## src/rtl/prog_loader.sv

```systemverilog
// prog_loader: streams a program image into mem at BASE_ADDR while holding the core in reset,
// then releases core reset and pulses trigger. Define PROG_LOADER_VERIFY_EN for readback checksum verify.
module prog_loader #(
    parameter int unsigned           ADDR_WIDTH = 16,
    parameter int unsigned           DATA_WIDTH = 8,
    parameter logic [ADDR_WIDTH-1:0] BASE_ADDR  = 16'h0200
) (
    input  logic                  clk,
    input  logic                  reset,
    input  logic                  start,
    input  logic [ADDR_WIDTH-1:0] length,
    input  logic                  s_valid,
    input  logic [DATA_WIDTH-1:0] s_data,
    output logic                  s_ready,
    output logic                  mem_we,
    output logic [ADDR_WIDTH-1:0] mem_addr,
    output logic [DATA_WIDTH-1:0] mem_din,
    input  logic [DATA_WIDTH-1:0] mem_dout,
    output logic                  core_reset_n,
    output logic                  trigger,
    output logic                  busy,
    output logic                  done,
    output logic                  error
);
    typedef enum logic [2:0] {
        S_IDLE    = 3'd0,
        S_WRITE   = 3'd1,
`ifdef PROG_LOADER_VERIFY_EN
        S_VERIFY  = 3'd2,
`endif
        S_RELEASE = 3'd3,
        S_TRIG    = 3'd4,
        S_DONE    = 3'd5
    } state_t;

    state_t                state, next_state;
    logic [ADDR_WIDTH-1:0] len_q, cnt;
    logic                  core_rn_q;
    logic                  accept, beat, last_beat;

    assign accept       = start && (state == S_IDLE || state == S_DONE);
    assign s_ready      = (state == S_WRITE);
    assign beat         = s_valid && s_ready;
    assign last_beat    = beat && (cnt == len_q - ADDR_WIDTH'(1));
    assign busy         = !(state == S_IDLE || state == S_DONE);
    assign done         = (state == S_DONE);
    assign trigger      = (state == S_TRIG);
    assign core_reset_n = core_rn_q;

`ifdef PROG_LOADER_VERIFY_EN
    logic [DATA_WIDTH-1:0] sum_w, sum_r, sum_next;
    logic [ADDR_WIDTH:0]   vcnt;
    logic                  verify_last, sum_ok, error_q;

    // Read data for address k arrives in verify cycle k+2, so the last one lands at cycle length+1.
    assign sum_next    = sum_r + mem_dout;
    assign verify_last = (state == S_VERIFY) && (vcnt == {1'b0, len_q} + (ADDR_WIDTH+1)'(1));
    assign sum_ok      = (sum_next == sum_w);
    assign error       = error_q;
`else
    logic unused_dout;
    assign unused_dout = ^mem_dout;
    assign error       = 1'b0;
`endif

    always_comb begin
        next_state = state;
        case (state)
            S_IDLE, S_DONE: if (start) next_state = (length == '0) ? S_RELEASE : S_WRITE;
`ifdef PROG_LOADER_VERIFY_EN
            S_WRITE:        if (last_beat) next_state = S_VERIFY;
            S_VERIFY:       if (verify_last) next_state = sum_ok ? S_RELEASE : S_DONE;
`else
            S_WRITE:        if (last_beat) next_state = S_RELEASE;
`endif
            S_RELEASE:      next_state = S_TRIG;
            S_TRIG:         next_state = S_DONE;
            default:        next_state = S_IDLE;
        endcase
    end

    always_ff @(posedge clk) begin
        if (reset) begin
            state     <= S_IDLE;
            len_q     <= '0;
            cnt       <= '0;
            core_rn_q <= 1'b0;
            mem_we    <= 1'b0;
            mem_addr  <= '0;
            mem_din   <= '0;
        end else begin
            state  <= next_state;
            mem_we <= beat;
            if (accept) begin
                len_q     <= length;
                cnt       <= '0;
                core_rn_q <= 1'b0;
            end
            if (beat) begin
                mem_addr <= BASE_ADDR + cnt;
                mem_din  <= s_data;
                cnt      <= cnt + ADDR_WIDTH'(1);
            end
            // Entering RELEASE overrides the accept-clear so a zero-length start releases at once.
            if (next_state == S_RELEASE) core_rn_q <= 1'b1;
`ifdef PROG_LOADER_VERIFY_EN
            if (state == S_VERIFY && vcnt < {1'b0, len_q})
                mem_addr <= BASE_ADDR + vcnt[ADDR_WIDTH-1:0];
`endif
        end
    end

`ifdef PROG_LOADER_VERIFY_EN
    always_ff @(posedge clk) begin
        if (reset || accept) begin
            sum_w   <= '0;
            sum_r   <= '0;
            vcnt    <= '0;
            error_q <= 1'b0;
        end else begin
            if (beat) sum_w <= sum_w + s_data;
            if (state == S_VERIFY) begin
                vcnt <= vcnt + (ADDR_WIDTH+1)'(1);
                if (vcnt >= (ADDR_WIDTH+1)'(2)) sum_r <= sum_next;
                if (verify_last && !sum_ok) error_q <= 1'b1;
            end
        end
    end
`endif

endmodule

```

## config.mk

```make
export PLATFORM = sky130hd
export DESIGN_NAME = prog_loader
export DESIGN_NICKNAME = d
export VERILOG_FILES = /design/src/rtl/prog_loader.sv
export SDC_FILE = /design/constraint.sdc
export NUM_CORES = 1
export LEC_CHECK = 0
export CAP_MARGIN = 20
export CORE_MARGIN = 3
export CORE_UTILIZATION = 51
export DETAILED_ROUTE_END_ITERATION = 10
export PLACE_DENSITY_LB_ADDON = 0.05
export SLEW_MARGIN = 15
export SYNTH_ARGS = -nofsm -noshare
export SYNTH_HDL_FRONTEND = slang
export SYNTH_SLANG_ARGS = --single-unit
```

## constraint.sdc

```tcl
create_clock -name clk -period 3.1 [get_ports clk]
set_input_delay 0.62 -clock clk [delete_from_list [all_inputs] [get_ports clk]]
set_output_delay 0.62 -clock clk [all_outputs]
set_load 0.05 [all_outputs]
```

; ---- After elaboration in Yosys (flattened, before gate mapping)
; Index checks and enable logic that the tools add are counted.
[totals]
reg_bits = 61
input_bits = 36
output_inout_bits = 31
wordCells = 34
[op_classes]
add_sub_neg = 3
n_eq_ne = 6
muxes = 8
n_reduce_logical = 10
[op_table]
columns = op, n
row1 = 16-bit 2-to-1 mux, 2
row2 = 10-bit by 16-bit adder with 16-bit output (first input constant), 1
row3 = 16-bit by 1-bit adder with 16-bit output (second input constant), 1
row4 = 16-bit equality test, 1
row5 = 16-bit zero test, 1
row6 = 16-bit by 1-bit subtractor with 16-bit output (second input constant), 1
row7 = 3-bit case mux with 4 select lines, 1
row8 = 3-bit by 2-bit equality test with 1-bit output (second input constant), 2
row9 = 3-bit equality test (second input constant), 2
row10 = 3-bit 2-to-1 mux, 2
row11 = 2-bit nonzero test, 2
row12 = 3-bit by 1-bit equality test with 1-bit output (second input constant), 1
row13 = 1-bit logical AND, 3
row14 = 3-bit zero test, 1
row15 = 1-bit 2-to-1 mux, 2
row16 = 2-bit 2-to-1 mux, 1
row17 = 2-bit OR reduction, 1
row18 = 1-bit zero test, 1
row19 = 1-bit logical OR, 1

; ---- Depth between registers and ports, before layout
[depth]
depth_word = 7
ltp_mapped = 10
depth_no_buf = 8

; ---- Least setup slack after synthesis
; OpenSTA, ideal clock, no wires.
[synth_path]
kind = flip-flop to output port
startpoint = reg state[2]
endpoint = out done
arrival_time_ns = 1.763
t_required_ns = 2.480
path_slack_ns = 0.717
path_stages_with_launch = 3
n_path_buf = 1
cell_sequence = dfxtp_1 clkbuf_1 nor3b_1
[synth_via]
elab_chain_cells = 1
[synth_lines]
columns = element, line_no
row1 = "start, declared", 36  ; state_t state, next_state;
row2 = "start signal, assigned", 92  ; state <= next_state;
row3 = 3-bit equality test, 46  ; assign done = (state == S_DONE);
row4 = "end, declared", 22  ; output logic done,
; No other way between the ends.

; ---- Worst setup path after layout
[layout_path]
startpoint = reg len_q[0]
endpoint = reg core_rn_q, in the netlist core_reset_n
[layout_via]
elab_chain_cells = 7
elab_cells_between_ends = 8
classes_between = add/sub: 1 / eq/ne: 2 / mux: 3 / reduce/logical: 2
[layout_lines]
columns = element, line_no
row1 = "start, declared", 37  ; logic [ADDR_WIDTH-1:0] len_q, cnt;
row2 = "start signal, assigned", 95  ; len_q <= length;
row3 = 16-bit by 1-bit subtractor with 16-bit output (*), 44  ; assign last_beat = beat && (cnt == len_q - ADDR_WIDTH'(1));
row4 = 16-bit equality test (*), 44
row5 = 1-bit logical AND (*), 44
row6 = 3-bit 2-to-1 mux (*), 74  ; S_WRITE: if (last_beat) next_state = S_RELEASE;
row7 = 3-bit case mux with 4 select lines (*), 68  ; case (state)
row8 = 3-bit by 2-bit equality test with 1-bit output (*), 105  ; if (next_state == S_RELEASE) core_rn_q <= 1'b1;
row9 = 1-bit 2-to-1 mux or 2-bit nonzero test (tied branches), n/a
row10 = "end signal, assigned", 87  ; core_rn_q <= 1'b0;
row11 = "end signal, assigned", 97  ; core_rn_q <= 1'b0;
row12 = "end signal, assigned", 105
row13 = "end, declared", 38  ; logic core_rn_q;
; Every way passes the cells marked *; elsewhere a longest branch is shown, timed or not.
; A chain may end at the register's enable or synchronous reset.

==> results.py <==
metrics = {
    "run_status": {
        "outcome": "completed",
    },
    "synthesis": {
        "synth_seq_cells": 61,
        "yosysTopAreaCell": "dfxtp_1",
        "muxShareOfSynthArea": 0,
        "synth_top_flop_cell": "dfxtp_1",
        "yosys_warnings": 0,
        "synth_cell_type_count": 51,
        "synthXorXnorAreaFrac": 0.0797,
        "async_flop_share": 0,
        "synthTopCellsByArea": "dfxtp_1, nand2_1, a21oi_1",
        "syn_nets": 440,
        "synth_top_family_by_area": "simple AND/OR/NAND/NOR gates",
        "synth-seq-area-share": 0.397,
        "synthAdderAreaFrac": 0.0122,
        "synth_compound_area_frac": 0.177,
        "synth_area_um2": 3080,
        "netlist_instances": 401,
        "synth.top_cell.area_share": 0.397,
        "syn_area_per_cell_um2": 7.68,
        "synth-simple-area-share": 0.284,
        "synth-edff-count": 0,
    },
    "floorplan": {
        "die_height_um": 83.7,
        "coreArea_um2": 5680,
        "start_util": 0.542,
        "pin_count": 67,
        "rows": 27,
        "die_width_um": 83.7,
        "die_area_um2": 7000,
    },
    "routing": {
        "drt_first_pass_iters": 4,
        "wl_per_cell_um": 15.1,
        "drt_iter0_drc": 169,
        "routed_wl_um": 7930,
        "ant_nets": 0,
        "drc": 0,
        "viasPerCell": 5.67,
        "vias": 2975,
    },
    "layout": {
        "mostFrequentLayoutCells": "nand2_1, dfxtp_1, clkdlybuf4s50_1",
        "diodes": 0,
        "final_cell_area_um2": 3910,
        "syn_to_final_growth_pct": 26.9,
        "final_util": 0.688,
        "layout.nets": 487,
        "instances_no_fill": 525,
        "final_common_cell": "nand2_1",
        "drive_gt1_frac": 0.0773,
    },
    "clock_network": {
        "cts_sinks": 61,
        "clk_latency_ns": 0.35,
        "hold_buffers": 0,
        "cts_setup_buffers": 0,
        "cts_tree": "yes",
        "clk_pin_slew_ns": 0.08,
        "cts_max_path_buffers": 2,
        "cts.htree.levels": 3,
        "numCtsBuffers": 9,
        "cts-root-buf": "clkbuf_8",
        "cts_resized": 0,
    },
    "sta": {
        "setup_viol": 0,
        "slew_headroom": 0.494,
        "grt_setup_unrepaired": "no",
        "hold_ws_ns": 0.457,
        "finalHoldViolations": 0,
        "layout_worst_path_cycle_share": 0.865,
        "max_freq_ghz": 0.373,
        "min_period_ns": 2.68,
        "setup_slack_ns": 0.420,
        "slew_violations": 0,
        "worst_pin_slew_ns": 0.757,
        "fin_worst_skew_ns": 0.0103,
        "fin_tns_setup_ns": 0,
    },
    "global_routing": {
        "grt_use_total": 0.237,
        "antenna_found_initial": 0,
        "grt_start_max_net_pins": 32,
        "grt_overflow": 0,
        "grt_pass1_vias": 2730,
        "grt_pass1_wl_um": 13500,
    },
    "critical_path": {
        "cp_max_fo": 8,
        "worst_ep_required_time_ns": 3.38,
        "cp-end-kind": "flip-flop",
        "worst-setup-path-type": "reg2reg",
        "rrSetupSlack_ns": 0.42,
        "crit_arrival_ns": 2.96,
        "startpoint_type": "flip-flop",
        "reg2reg_from": "len_q[0]",
        "reg2reg_depth": 8,
        "rr_endpoint": "core_reset_n",
    },
    "power_and_ir_drop": {
        "power_mw": 1.95,
        "p_leak_nw": 1.39,
        "vdd_drop_max_v": 0.000321,
        "powerDensity_nw_per_um2": 499,
    },
    "worst_hold_path": {
        "hold_class": "reg2reg",
        "hold_path_end": "mem_din[7]",
        "holdPathStages": 2,
        "min_from": "mem_din[7]",
    },
    "run": {
        "max_cap_viol_count": 0,
    },
    "placed_design": {
        "preCtsSetupSlack_ns": 0.374,
        "globalplace.congestion": 0.872,
        "io_buffers": 57,
        "place.detailed.hpwl_um": 5600,
        "place_area_um2": 3680,
        "dp_cells": 509,
    },
}
kinds of logic after synthesis:
group / count (synthesis)
AND/OR/NAND/NOR: 178
AO/OA/AOI/OAI: 91
flip-flops: 61
buffers and inverters: 39
XOR/XNOR: 28
adder cells (fa/ha/maj): 3
other: 1
layout make-up:
class	count	area (um2)
fillers	511	1770
multi-input cells	301	1710
flip-flops and latches	61	1220
repair buffers	66	633
clock buffers	9	124
clock inverters	7	97.6
well taps	72	90.1
inverters	9	33.8
critical path, stage by stage (launching register included):
cell	delay [ns]
dfxtp_1	0.40
inv_1	0.09
ha_1	0.32
nor3b_1	0.67
nand4_1	0.20
xnor2_1	0.20
nor4_1	0.35
o2111ai_1	0.20
o21ai_0	0.18
where the power goes:
part           leakage [nW]  internal [mW]  total (mW)  switching (mW)
Clock                 0.106          0.456       0.804           0.347
Sequential            0.496          0.807       0.834          0.0269
Combinational         0.791          0.129       0.310           0.181
flip-flops by register name, indices dropped and copies added, names as in the netlist:
register      flops
mem_addr         16
mem_we            1
core_reset_n      1
state             3
len_q            16
cnt              16
mem_din           8
how the worst max path moves through the flow:
stage / end / start
floorplan: done / state[2]
detailed placement: core_reset_n / s_valid
CTS: core_reset_n / len_q[0]
global placement: core_reset_n / s_valid
global route: core_reset_n / len_q[0]
finish: core_reset_n / len_q[0]
cell usage after synthesis (all sizes together) (5+ instances only):
library cell,count
dfxtp,61
nor2,30
clkbuf,28
o21ai,9
nor4,6
a211oi,9
a21oi,49
nor3,16
nand2,77
a31oi,5
xor2,14
and3,6
or3,5
inv,9
nand3,9
xnor2,14
routing by layer:
metal,up-vias,wire [um],global-route usage
li1,1488,-,-
met1,1390,3660,0.325
met2,87,3700,0.366
met3,10,465,0.0652
met4,0,106,0.0673
met5,-,0,0
No activity file was read; power rests on OpenSTA's default activity.
